$ cat src/rtl/mul_seq_ctrl_pkg.sv
// mul_seq_ctrl_pkg: shared widths, flag indices and controller states
package mul_seq_ctrl_pkg;
    localparam int WORD_W = 64;
    localparam int CC_ZF  = 0;
    localparam int CC_SF  = 1;
    localparam int CC_OF  = 2;
    typedef enum logic [1:0] {IDLE, ITER, FIX, DONE} state_t;
endpackage

$ cat src/rtl/mul_acc_step.sv
// mul_acc_step: ripple of 1-bit full adders, 64+64 -> 65-bit sum with carry-out
module mul_acc_step
    import mul_seq_ctrl_pkg::*;
(
    input  logic [WORD_W-1:0] x,
    input  logic [WORD_W-1:0] y,
    output logic [WORD_W:0]   sum
);
    logic c;
    // full-adder chain, carry passed bit to bit
    always_comb begin
        c = 1'b0;
        sum = '0;
        for (int i = 0; i < WORD_W; i++) begin
            sum[i] = x[i] ^ y[i] ^ c;
            c = (x[i] & y[i]) | (x[i] & c) | (y[i] & c);
        end
        sum[WORD_W] = c;
    end
endmodule

$ cat src/rtl/mul_seq_ctrl.sv
// mul_seq_ctrl: iterative signed 64x64 shift-add multiplier with handshakes and flags
module mul_seq_ctrl
    import mul_seq_ctrl_pkg::*;
#(
    parameter int ITERS = 64
) (
    input  logic              clk,
    input  logic              rst_n,
    input  logic              req_valid,
    output logic              req_ready,
    input  logic [WORD_W-1:0] a,
    input  logic [WORD_W-1:0] b,
    input  logic              abort,
    output logic              rsp_valid,
    input  logic              rsp_ready,
    output logic [WORD_W-1:0] out,
    output logic [2:0]        cf_mul
);
    localparam int CW = $clog2(ITERS) + 1;
    localparam logic [CW-1:0] CNT_LAST = CW'(ITERS - 1);

    state_t            state;
    logic [CW-1:0]     cnt;
    logic [WORD_W-1:0] mcand, mplier, acc_hi;
    logic              neg;
    logic [WORD_W-1:0] a_abs, b_abs, addend, fix_out;
    logic [WORD_W:0]   step_sum;
    logic [2:0]        fix_cf;

    assign a_abs  = a[WORD_W-1] ? -a : a;
    assign b_abs  = b[WORD_W-1] ? -b : b;
    assign addend = mplier[0] ? mcand : '0;

    mul_acc_step u_step (
        .x   (acc_hi),
        .y   (addend),
        .sum (step_sum)
    );

    // sign fix and flags from the 128-bit magnitude {acc_hi, mplier}
    always_comb begin
        fix_out = neg ? -mplier : mplier;
        fix_cf = '0;
        fix_cf[CC_ZF] = (fix_out == '0);
        fix_cf[CC_SF] = fix_out[WORD_W-1];
        fix_cf[CC_OF] = (|acc_hi) || (neg ? (mplier[WORD_W-1] && |mplier[WORD_W-2:0]) : mplier[WORD_W-1]);
    end

    // controller FSM with datapath registers and registered handshake outputs
    always_ff @(posedge clk or negedge rst_n) begin
        if (!rst_n) begin
            state     <= IDLE;
            cnt       <= '0;
            mcand     <= '0;
            mplier    <= '0;
            acc_hi    <= '0;
            neg       <= 1'b0;
            req_ready <= 1'b1;
            rsp_valid <= 1'b0;
            out       <= '0;
            cf_mul    <= '0;
        end else if (abort) begin
            state     <= IDLE;
            req_ready <= 1'b1;
            rsp_valid <= 1'b0;
        end else begin
            case (state)
                IDLE: if (req_valid) begin
                    mcand     <= a_abs;
                    mplier    <= b_abs;
                    neg       <= a[WORD_W-1] ^ b[WORD_W-1];
                    acc_hi    <= '0;
                    cnt       <= '0;
                    req_ready <= 1'b0;
                    state     <= ITER;
                end
                ITER: begin
                    acc_hi <= step_sum[WORD_W:1];
                    mplier <= {step_sum[0], mplier[WORD_W-1:1]};
                    cnt    <= cnt + CW'(1);
                    if (cnt == CNT_LAST) state <= FIX;
                end
                FIX: begin
                    out       <= fix_out;
                    cf_mul    <= fix_cf;
                    rsp_valid <= 1'b1;
                    state     <= DONE;
                end
                DONE: if (rsp_ready) begin
                    rsp_valid <= 1'b0;
                    req_ready <= 1'b1;
                    state     <= IDLE;
                end
                default: state <= IDLE;
            endcase
        end
    end
endmodule

$ cat config.mk
export PLATFORM = sky130hd
export DESIGN_NAME = mul_seq_ctrl
export DESIGN_NICKNAME = d
export VERILOG_FILES = /design/src/rtl/mul_seq_ctrl_pkg.sv /design/src/rtl/mul_acc_step.sv /design/src/rtl/mul_seq_ctrl.sv
export SDC_FILE = /design/constraint.sdc
export NUM_CORES = 1
export LEC_CHECK = 0
export ABC_AREA = 1
export CAP_MARGIN = 20
export CELL_PAD_IN_SITES_DETAIL_PLACEMENT = 0
export CELL_PAD_IN_SITES_GLOBAL_PLACEMENT = 1
export CORE_MARGIN = 2
export CORE_UTILIZATION = 40
export DETAILED_ROUTE_END_ITERATION = 16
export PLACE_DENSITY_LB_ADDON = 0.1
export SLEW_MARGIN = 20
export SYNTH_ARGS = -nofsm -noshare
export SYNTH_HDL_FRONTEND = slang
export SYNTH_SLANG_ARGS = --single-unit
$ cat constraint.sdc
create_clock -name clk -period 46.7 [get_ports clk]
set_clock_uncertainty 0.1 [all_clocks]
set_input_delay 9.34 -clock clk [delete_from_list [all_inputs] [get_ports clk]]
set_output_delay 9.34 -clock clk [all_outputs]
set_load 0.05 [all_outputs]
==> results of run 1 <==
per-stage QoR:
stage	hold slack (ns)	worst slack (ns)	std cells
after floorplan	0.349	21.93	2603
after global placement	0.363	21.34	3319
after detailed placement	0.372	21.16	3319
after CTS	0.383	21.11	3381
after global routing	0.397	20.10	3382
final	0.378	21.04	3382
registers in the layout (all words and copies together), names as in the netlist:
signal,flops
acc_hi,64
cf_mul,3
cnt,7
mcand,64
mplier,64
neg,1
out,63
req_ready,1
rsp_valid,1
state,2
Yosys cell counts (all sizes together):
cell type,number,area share [%]
o21bai,1,0.061
buf,34,0.87
clkbuf,66,1.3
dfrtp,269,36
a221oi,1,0.047
ha,9,0.61
fa,63,6.8
nand3b,4,0.16
o22ai,62,2.1
and2,2,0.067
xor2,68,3.2
a21oi,79,2.3
o221ai,14,0.66
o41ai,1,0.047
nand2,681,14
nor3,36,1.0
nor2,364,7.8
a31o,1,0.047
nand3,144,4.0
nand4,47,1.6
inv,306,6.2
mux2i,1,0.054
nor4,28,0.94
o21ai,239,6.6
a31oi,36,1.2
o31ai,4,0.16
dfstp,1,0.14
o211ai,28,1.1
or2,4,0.13
xnor2,10,0.47
power groups by stage:
stage | combinational [mW] | sequential (mW) | clock [mW]
after detailed placement | 0.703 | 0.425 | 0
after CTS | 0.705 | 0.422 | 0.269
after global placement | 0.695 | 0.421 | 0
after global routing | 0.786 | 0.437 | 0.278
final | 0.698 | 0.422 | 0.263
after floorplan | 0.397 | 0.498 | 0
final cells by class:
class / count / area (µm²)
inverter: 306 / 1150
antenna: 1 / 2.50
clock buffer: 51 / 1020
tap: 600 / 751
multi-input combinational: 1927 / 10300
timing repair buffer: 216 / 2140
clock inverter: 11 / 113
sequential: 270 / 6760
fill: 4695 / 23400
layer usage:
layer  vias up  share of wire, %
met5         -             0.031
met3       114               4.0
met4         4               4.1
met2       425                47
met1      8102                44
li1       8789                 -
tightest hold or removal path, cell delays in order (launching register included):
cell     delay (ns)
dfrtp_1        0.34
nand2_1        0.05
o21ai_0        0.05
how the worst min path moves through the flow:
stage | slack (ns) | end | startpoint
finish | 0.38 | out[17] | out[17]
global route | 0.40 | mcand[19] | mcand[19]
CTS | 0.38 | req_ready | req_ready
detailed placement | 0.37 | out[17] | out[17]
global placement | 0.36 | mcand[40] | mcand[40]
floorplan | 0.35 | mcand[48] | mcand[48]
cells by family (layout without fill, tap and decap cells):
logic type / Yosys count / count (layout) / share of synthesized area (%)
simple gates: 1310 / 1310 / 29.7
compound gates: 466 / 466 / 14.4
buf+inv: 406 / 584 / 8.39
flops: 270 / 270 / 36.4
xor+xnor: 78 / 78 / 3.68
fa+ha+maj: 72 / 72 / 7.40
mux: 1 / 1 / 0.0539
other cells: 0 / 1 / 0
==> flow_summary.toml, run 1 <==
[sta]
report.final.slew_viol_count = 0
hold_viol_final = 0
worst_pin_slew_ns = 1.10
max_freq_ghz = 0.0390
fin_tns_setup_ns = 0
slew_headroom_pct = 27.0
rsz0062_at_grt = "false"
fin_crit_sh_pct = 54.9
finalSetupViolations = 0
period_minus_slack_ns = 25.66

[floorplanning]
io_pins = 202
start_util_pct = 40.8
fp.dieArea_um2 = 48200
die_w_um = 219
num_rows = 78
coreArea_um2 = 45600
die_h_um = 219

[clock_tree]
clkTransAtPathRegs_ns = 0.06
cts_setup_buffers = 0
clock_path_buffers = 3
cts_made_buffers = 34
clk_latency_ns = 0.56
post_cts_resized = 0
cts_root_buf = "clkbuf_16"
cts_hold_buf = 0
cts_tree = "yes"
cts_htree_levels = 2
clock-sinks = 270

[layout]
mostFrequentLayoutCells = "nand2_1 (659), nor2_1 (340), inv_1 (296), dfrtp_1 (267), o21ai_0 (207)"
final_cell_area_um2 = 22200
mostFrequentLayoutCell = "nand2_1"
final_nets = 2960
syn2layout_area_growth_pct = 19.5
fin_util_pct = 48.7
drive_gt1_share_pct = 5.57

[grt]
use_met2_pct = 44.0
grt_pass1_wl_um = 97200
overflow = 0
grt_pass1_vias = 17400
grt_util_met3_pct = 3.29
gr-max-usage-layer = "met2"
grt_antenna_before_repair = 3
grt_use_met1_pct = 34.4
grt_max_degree = 157
grt_util_all_layers_pct = 26.2

[setup_path]
arrival_ns = 25.93
crit_path_start_kind = "flip-flop"
r2r_cells = 68
slowest_stage = "fa_1"
crit_cells = 68
cp_num_buf_inv = 2
critPathKind = "reg2reg"
cp.required_ns = 46.97
cp_top_family = "adder cells"
crit_path_max_incr_delay_ns = 0.49
reg2reg_to = "acc_hi[62]"
path_max_fanout = 6
crit_end = "acc_hi[62]"
critPathCaptureType = "flip-flop"
r2r_slack_ns = 21.04
worst_path_most_repeated_cell = "fa_1"
reg2reg_from = "mplier[0]"
critical_path.startpoint = "mplier[0]"

[routing]
drc_errors = 0
drt-total-wl_um = 61800
firstDrtPassIters = 5
vias = 17400
ant_nets = 0
drt_iter0_drc = 1212
wl_per_cell_um = 18.3
via_per_inst = 5.15

[power_and_ir_drop]
internal-power_mw = 0.725
powerDensity_nw_per_um2 = 62.3
switching_share_pct = 47.5
p_comb_share_pct = 50.5
finalPower_mw = 1.38
power_switching_mw = 0.657
seq_power_share_pct = 30.5
p_clk_share_pct = 19.0
max-vdd-ir-drop_mv = 0.0490
power.leakage_nw = 9.66

[job]
maxCapViolations = 0

[placement]
gp_congestion = 0.922
dp_hpwl_um = 49500
io_buffers = 201
place_area_um2 = 21100

[synth]
syn_nets = 2808
syn_area_um2 = 18600
syn_inst = 2603
synthDistinctLibCells = 44
ys_warn_count = 0
syn_avg_cell_area_um2 = 7.14
yosysSeqAreaShare_pct = 36.4
ys_ff_latch = 270

[hold_path]
hold_path.class = "reg2reg"
hold_depth = 2

[outcome]
outcome = "finished clean"
(Power assumes the default switching activity.)
==> run 2: changes to the inputs <==
--- a/config.mk
+++ b/config.mk
@@ -10,7 +10,7 @@
 export CELL_PAD_IN_SITES_DETAIL_PLACEMENT = 0
 export CELL_PAD_IN_SITES_GLOBAL_PLACEMENT = 1
 export CORE_MARGIN = 2
-export CORE_UTILIZATION = 40
+export CORE_UTILIZATION = 38
 export DETAILED_ROUTE_END_ITERATION = 16
 export PLACE_DENSITY_LB_ADDON = 0.1
 export SLEW_MARGIN = 20
==> constraint.sdc (replaced) <==
create_clock -name clk -period 23.5 [get_ports clk]
set_clock_uncertainty 0.1 [all_clocks]
set_input_delay 4.7 -clock clk [delete_from_list [all_inputs] [get_ports clk]]
set_output_delay 4.7 -clock clk [all_outputs]
set_load 0.05 [all_outputs]
==> run 2 against run 1 <==
Effect of this change: critical path depth did not move; hold slack got worse by 0.00060 ns; register-to-register slack got worse by 20 ns; cell count is 0.80% higher; largest cell class unchanged; maximum frequency increased by 12%; power grew 110%.
==> flow_summary.toml, run 2 (synthesis results as in run 1) <==
[hold_path]
hold_path.class = "reg2reg"

[layout]
mostFrequentLayoutCells = "nand2_1 (659), nor2_1 (340), inv_1 (296), dfrtp_1 (267), o21ai_0 (207)"
fillers = 4980
regArea_um2 = 6760
final_nets = 2965
multi_input_area_um2 = 10400
mostFrequentLayoutCell = "nand2_1"
top_regs = "acc_hi: 64 flops, mcand: 64 flops, mplier: 64 flops"
stdcell_count = 3409
drive_gt1_share_pct = 7.86
syn2layout_area_growth_pct = 21.4
final_cell_area_um2 = 22500

[power_and_ir_drop]
powerDensity_nw_per_um2 = 127
power.leakage_nw = 9.79
finalPower_mw = 2.85
max-vdd-ir-drop_mv = 0.0473

[routing]
via_per_inst = 5.12
drc_errors = 0
drt-total-wl_um = 63900
firstDrtPassIters = 5
ant_nets = 0
drt_iter0_drc = 1176
wl_per_cell_um = 18.8
vias = 17400

[grt]
grt_max_degree = 156
gr-max-usage-layer = "met2"
grt_pass1_vias = 17600
grt_antenna_before_repair = 4
grt_pass1_wl_um = 99300
grt_use_met1_pct = 33.6
grt_util_met3_pct = 3.10
overflow = 0
grt_util_all_layers_pct = 25.4
use_met2_pct = 42.5

[sta]
hold_ws_ns = 0.377
worst_pin_slew_ns = 1.07
finalSetupViolations = 0
fin_crit_sh_pct = 97.6
rsz0062_at_grt = "false"
slew_headroom_pct = 28.2
period_minus_slack_ns = 22.93
max_freq_ghz = 0.0436
fin_tns_setup_ns = 0
hold_viol_final = 0
report.final.slew_viol_count = 0

[clock_tree]
cts_setup_buffers = 0
cts_root_buf = "clkbuf_16"
clkTransAtPathRegs_ns = 0.06
cts_made_buffers = 34
cts_htree_levels = 2
post_cts_resized = 18
cts_tree = "yes"
clock-sinks = 270
clk_latency_ns = 0.55
clock_path_buffers = 3
cts_hold_buf = 0

[setup_path]
arrival_ns = 23.20
worst_path_most_repeated_cell = "fa_2"
crit_path_max_incr_delay_ns = 0.49
cp.required_ns = 23.77
crit_path_start_kind = "flip-flop"
path_max_fanout = 3
slowest_stage = "fa_1"
critPathKind = "reg2reg"
critPathCaptureType = "flip-flop"

[floorplanning]
io_pins = 202
die_h_um = 225
start_util_pct = 38.3
fp.dieArea_um2 = 50700
num_rows = 81
die_w_um = 225
coreArea_um2 = 48500

[placement]
place_area_um2 = 21200
dp_cells = 3346
gp_congestion = 0.889
dp_hpwl_um = 50700
io_buffers = 201

[outcome]
outcome = "finished clean"

[job]
maxCapViolations = 0
## run 2: cell types whose count changed in the layout (fill, tap and decap cells not counted), sizes merged
cell	change
buf	+5
bufinv	+7
clkbuf	-4
clkinv	-1
inv	-2
## run 2: final cells by class
type / count / share of cell area (%)
clock inverter: 15 / 1.25
sequential: 270 / 30.0
timing repair buffer: 221 / 9.65
antenna: 1 / 0.0111
multi-input combinational: 1927 / 46.2
clock buffer: 47 / 4.36
inverter: 306 / 5.11
tap: 622 / 3.45
## run 2: stage by stage
stage	worst slack, ns	utilization, %
2_1_floorplan	0.0246	-
3_3_place_gp	-0.550	43.7
3_5_place_dp	-0.747	43.7
4_1_cts	0.000409	46.4
5_1_grt	0.0372	46.4
6_report	0.572	46.4
## run 2: path summary, 6_finish.rpt
path                           start          to  slack (ns)  cells past startpoint
setup / recovery           mplier[0]  acc_hi[62]        0.57                     68
hold / removal             mcand[43]   mcand[43]        0.38                      2
setup reg to reg           mplier[0]  acc_hi[62]        0.57                     68
hold reg to reg            mcand[43]   mcand[43]        0.38                      2
max in group asynchronous      rst_n  acc_hi[56]       17.69                      2
min in group asynchronous      rst_n      out[0]        4.13                      1
## run 2: layer usage
metal	up-vias	wire, µm
met3	111	2540
met2	418	30200
met1	8105	28600
li1	8799	-
met5	-	34
met4	6	2570
## run 2: report_power, final
part	internal, mW	switching (mW)
logic	0.464	0.950
registers	0.677	0.172
clock network	0.382	0.210
total	1.52	1.33
## run 2: worst max-delay path: cells and delay by family (launching register included)
family	cells	cell delay [ns]
adder cells (fa/ha/maj)	64	22.09
flip-flops	1	0.36
buffers and inverters	2	0.09
AO/OA/AOI/OAI	1	0.07
AND/OR/NAND/NOR	1	0.05
==> run 3: changes to the inputs <==
--- a/config.mk
+++ b/config.mk
@@ -11,6 +11,7 @@
 export CELL_PAD_IN_SITES_GLOBAL_PLACEMENT = 1
 export CORE_MARGIN = 2
 export CORE_UTILIZATION = 38
+export CTS_CLUSTER_SIZE = 24
 export DETAILED_ROUTE_END_ITERATION = 16
 export PLACE_DENSITY_LB_ADDON = 0.1
 export SLEW_MARGIN = 20
==> results of run 3 <==
The final DEF is identical to that of run 2; final timing and power are the same.
==> RTL edit 1: new RTL, config.mk and constraints of run 2 <==
The package constant `WORD_W` goes from 64 to 32.
--- a/src/rtl/mul_seq_ctrl_pkg.sv
+++ b/src/rtl/mul_seq_ctrl_pkg.sv
@@ -1,6 +1,6 @@
 // mul_seq_ctrl_pkg: shared widths, flag indices and controller states
 package mul_seq_ctrl_pkg;
-    localparam int WORD_W = 64;
+    localparam int WORD_W = 32;
     localparam int CC_ZF  = 0;
     localparam int CC_SF  = 1;
     localparam int CC_OF  = 2;
Ports: changed (resized a, b and out); port bits go from 202 to 106. No check against the original RTL was run, so the function may have changed too.
==> RTL edit 1 against run 2 <==
Routed wire length decreased by 59%; sequential cell count fell by 128; final area fell by 50%; cell count fell by 51%; total power fell by 49%; first-iteration DRC count is 57% lower; largest power group unchanged; setup slack gained 9.9 ns; synthesized area decreased by 49%; highest routed layer unchanged.
==> RTL edit 1: results (changes against run 2) <==
Status
  • Outcome: finished clean

Drt
  • Initial DRT Pass Iterations: 5 (unchanged)
  • Via count: 8282 (-53%)
  • WL final: 26000 um (-59%)
  • 1st-iter DRT viols: 500 (-57%)

CTS
  • H-tree Lvls: 4 (+2)
  • CTS clk-pin slew, worst paths: 0.07 ns
  • Worst skew pair latency: 0.43 ns (-0.12 ns)
  • Root Buffer Master: clkbuf_16
  • CTS buffer count: 17 (-50%)
  • Post-CTS Setup Inserts: 0 (unchanged)
  • Clock buffer depth: 2 (-1)
  • Post-CTS resize count: 0 (-18)

Placement
  • Post-DP HPWL: 19700 um (-61%)
  • Pre-CTS setup slack: 9.91 ns (+10.65 ns)
  • Final Wtd Congestion: 0.873 (-1.8%)
  • Total placed instance area: 10700 um^2 (-50%)
  • Port buffer count: 105 (-48%)

Worst setup path
  • Kind of cell adding the most delay to the critical path: adder cells
  • Max Fanout on Critical Path: 8 (+5)
  • Max incr delay on CP: 0.53 ns (+0.04 ns)
  • CP max stage cell: dfrtp_1
  • Worst reg2reg path depth: 36 (-47%)
  • Data arrival, critical path: 13.22 ns (-9.98 ns)

GRT
  • First-pass GRT wire length: 42700 um (-57%)
  • Vias in the first global route: 8185 (-53%)
  • Initial antenna violation count: 3 (-1)
  • Pin count of the biggest net entering global routing: 76 (-51%)
  • Tot GR Track Use: 20.7% (-4.7 points)

Pwr
  • Leakage: 5.00 nW (-49%)
  • Worst IR drop on VDD: 0.0521 mV (+10%)

Synthesis
  • Mapped Nets: 1365 (-51%)
  • Post-synth top flop: dfrtp_1
  • Synth Warn #: 0 (unchanged)
  • FFs w/ async S/R, synth: 100% (unchanged)
  • Sequential share of the synthesized area: 37.9% (+1.5 points)
  • Most common library cells after synthesis: 324 x nand2_1, 141 x dfrtp_1, 136 x nor2_1
  • Synth top area cells: dfrtp_1 38%, nand2_1 13%, fa_1 6.6%
  • Distinct cell type count after synthesis: 49 (+11%)

Hold path
  • Hold Path Class: flop to flop
  • Hold depth: 2 (unchanged)

Cells and area
  • Layout cell share with drive strength beyond 1: 7.53% (-0.33 points)
  • Biggest regs: acc_hi (32), mcand (32), mplier (32)
  • Filler cell count: 2500 (-50%)
  • Nets: 1451 (-51%)

Timing
  • Max_slew headroom: 28.7% (+0.54 points)
## RTL edit 1: cell count changes after synthesis, sizes merged, moves of 41 or more
cell    before  now
nand2      681  345
nor2       364  148
inv        306  139
o21ai      239   98
dfrtp      269  141
nand3      144   74
clkbuf      66   24
xor2        68   27
## RTL edit 1: path summary, 6_finish.rpt
kind	start	endpoint	slack [ns]
worst max-delay path	mplier[0]	acc_hi[30]	10.44
worst min-delay path	req_ready	req_ready	0.38
worst max register to register	mplier[0]	acc_hi[30]	10.44
worst min register to register	req_ready	req_ready	0.38
max in group asynchronous	rst_n	mplier[16]	17.94
min in group asynchronous	rst_n	cf_mul[2]	4.18
## RTL edit 1: cell type report
cell class / count / area [um^2] / area share, %
tap: 324 / 405 / 3.58
multi-input combinational: 923 / 5070 / 44.8
sequential: 142 / 3550 / 31.4
inverter: 142 / 533 / 4.71
timing repair buffer: 116 / 1150 / 10.2
clock inverter: 12 / 160 / 1.42
antenna: 1 / 2.50 / 0.0221
clock buffer: 20 / 437 / 3.86
## RTL edit 1: cells by family after synthesis
| logic type | share of synthesized area, % |
|---|---|
| and+or+nand+nor | 28.2 |
| AOI/OAI and AO/OA | 14.7 |
| buffers and inverters | 8.13 |
| DFF | 37.9 |
| adders and majority gates | 7.81 |
| xor gates and xnor gates | 3.27 |
## RTL edit 1: routing by layer
layer | up-vias | global-route usage, % | share of wire, %
li1 | 4276 | - | -
met1 | 3805 | 26.5 | 45
met2 | 161 | 35.9 | 49
met3 | 38 | 2.90 | 3.2
met4 | 2 | 7.55 | 2.6
met5 | - | 0 | 0.042
## RTL edit 1: worst register-to-register path: cells and delay by family (launching register included)
family	cells	cell delay (ns)
flops	1	0.53
fa+ha+maj	32	11.99
compound gates	1	0.07
simple gates	1	0.08
buf+inv	2	0.11
## RTL edit 1: metrics by stage
stage | power (mW) | std cells
2_1_floorplan | 0.965 | 1256
3_3_place_gp | 1.18 | 1645
3_5_place_dp | 1.19 | 1645
4_1_cts | 1.48 | 1677
5_1_grt | 1.58 | 1679
6_report | 1.46 | 1680
## RTL edit 1: where the power goes
group          switching (mW)  internal (mW)  leakage, nW
Clock                   0.112          0.168        0.289
Combinational           0.494          0.247         2.92
Sequential             0.0812          0.358         1.78
Total                   0.688          0.773         5.00
==> RTL edit 2: new RTL, config.mk and constraints of run 2 <==
Made on the original files. Make the reset (`rst_n`) synchronous in one clocked block.
--- a/src/rtl/mul_seq_ctrl.sv
+++ b/src/rtl/mul_seq_ctrl.sv
@@ -47,7 +47,7 @@
     end
 
     // controller FSM with datapath registers and registered handshake outputs
-    always_ff @(posedge clk or negedge rst_n) begin
+    always_ff @(posedge clk) begin
         if (!rst_n) begin
             state     <= IDLE;
             cnt       <= '0;
Formal check against the unedited RTL: differs if rst_n is asserted again (counterexample within 4 cycles, from zero or initial values and one cycle with rst_n low); with rst_n held inactive, the same outputs for 4 cycles.
==> RTL edit 2 against run 2 <==
Sequential cell count is the same; synthesized area grew 1.8%; final area grew 0.95%; synthesized cell count grew 15%; first-iteration DRC count shrank 4.1%; setup slack lost 0.18 ns; routed wire length grew 9.9%; critical path type unchanged; largest cell class unchanged.
Power is not compared: it rests on default switching activity, and its combinational part moved more than twofold at a synthesized area within 25%.
==> RTL edit 2: results (changes against run 2) <==
Synthesis
  • Distinct cell type count after synthesis: 51 (+16%)
  • FFs w/ async S/R, synth: 0% (-100 points)
  • Syn avg cell area: 6.32 um^2 (-11%)
  • Sequential share of the synthesized area: 28.6% (-7.8 points)
  • Synth top area cells: dfxtp_1 29%, nand2_1 13%, nor2_1 9.8%
  • Post-synth top flop: dfxtp_1
  • Multiplexer share of the synthesized area: 0% (-0.054 points)
  • Area share of xor/xnor cells in the synthesized design: 3.10% (-0.57 points)
  • Post-Synth Adder-Cell Area: 7.27% (-0.13 points)
  • Most common library cells after synthesis: 669 x nand2_1, 494 x nor2_1, 451 x inv_1

GRT
  • First-pass GRT wire length: 110000 um (+11%)
  • Pin count of the biggest net entering global routing: 138 (-12%)
  • Met2 Resource Use GR: 51.8% (+9.3 points)
  • Met1 Use GR: 32.0% (-1.6 points)
  • Initial antenna violation count: 0 (-4)
  • Met3 Track Usage GR: 2.92% (-0.19 points)
  • Vias in the first global route: 19600 (+12%)
  • Tot GR Track Use: 27.7% (+2.3 points)

CTS
  • Clock buffer depth: 3 (unchanged)
  • Worst skew pair latency: 0.55 ns (about the same)

Timing
  • WHS: 0.368 ns (-0.00862 ns)
  • Max_slew headroom: 29.8% (+1.6 points)
  • Worst setup margin: 0.387 ns (-0.185 ns)

Placement
  • Post-DP HPWL: 54600 um (+7.8%)
  • Final Wtd Congestion: 0.993 (+12%)
  • Inst Count DP: 3750 (+12%)
  • Pre-CTS setup slack: -0.918 ns (-0.172 ns)
  • Total placed instance area: 21500 um^2 (+1.3%)

Drt
  • DR top layer: met4
  • 1st-iter DRT viols: 1128 (-4.1%)
  • Met2 wire length: 36100 um (+20%)
  • Metal3 WL: 2450 um (-3.7%)

Cells and area
  • ANT cells: 0 (-1)
  • Layout Cells excl Fill: 3811 (+12%)
  • Filler cell count: 5276 (+5.9%)
  • Layout cell share with drive strength beyond 1: 7.28% (-0.58 points)
  • Nets: 3328 (+12%)

Hold path
  • Hold Path Class: flop to flop
  • Worst hold start: mcand[63]

Worst setup path
  • Critical Path End: acc_hi[62]
  • Data arrival, critical path: 23.41 ns (+0.21 ns)

Pwr
  • Worst IR drop on VDD: 0.0424 mV
  • Logic power comb: 0.361 mW

Status
  • Outcome: finished clean
RTL edit 2: cell types whose count changed after synthesis, moves of 22 or more:
| cell | before | now |
|---|---|---|
| a21oi_1 | 71 | 161 |
| a31oi_1 | 36 | 5 |
| dfrtp_1 | 269 | 0 |
| dfxtp_1 | 0 | 270 |
| inv_1 | 298 | 451 |
| nand3_1 | 141 | 119 |
| nor2_1 | 340 | 494 |
| o211ai_1 | 28 | 73 |
| o21ai_0 | 207 | 150 |
RTL edit 2: what timing repair did:
action                     4_1_cts  5_1_grt
pin swaps                        2        2
resized for setup               23        8
hold buffers                     0        0
setup endpoints to repair        4        3
cloned                           0        0
setup buffers                    0        1
RTL edit 2: cell type report:
type,count,area [um^2],share of cell area (%)
Sequential cell,270,5410,23.8
Clock buffer,44,958,4.21
Timing Repair Buffer,224,2170,9.56
Multi-Input combinational cell,2130,11400,50.1
Inverter,463,1750,7.68
Clock inverter,16,233,1.02
Tap cell,664,831,3.65
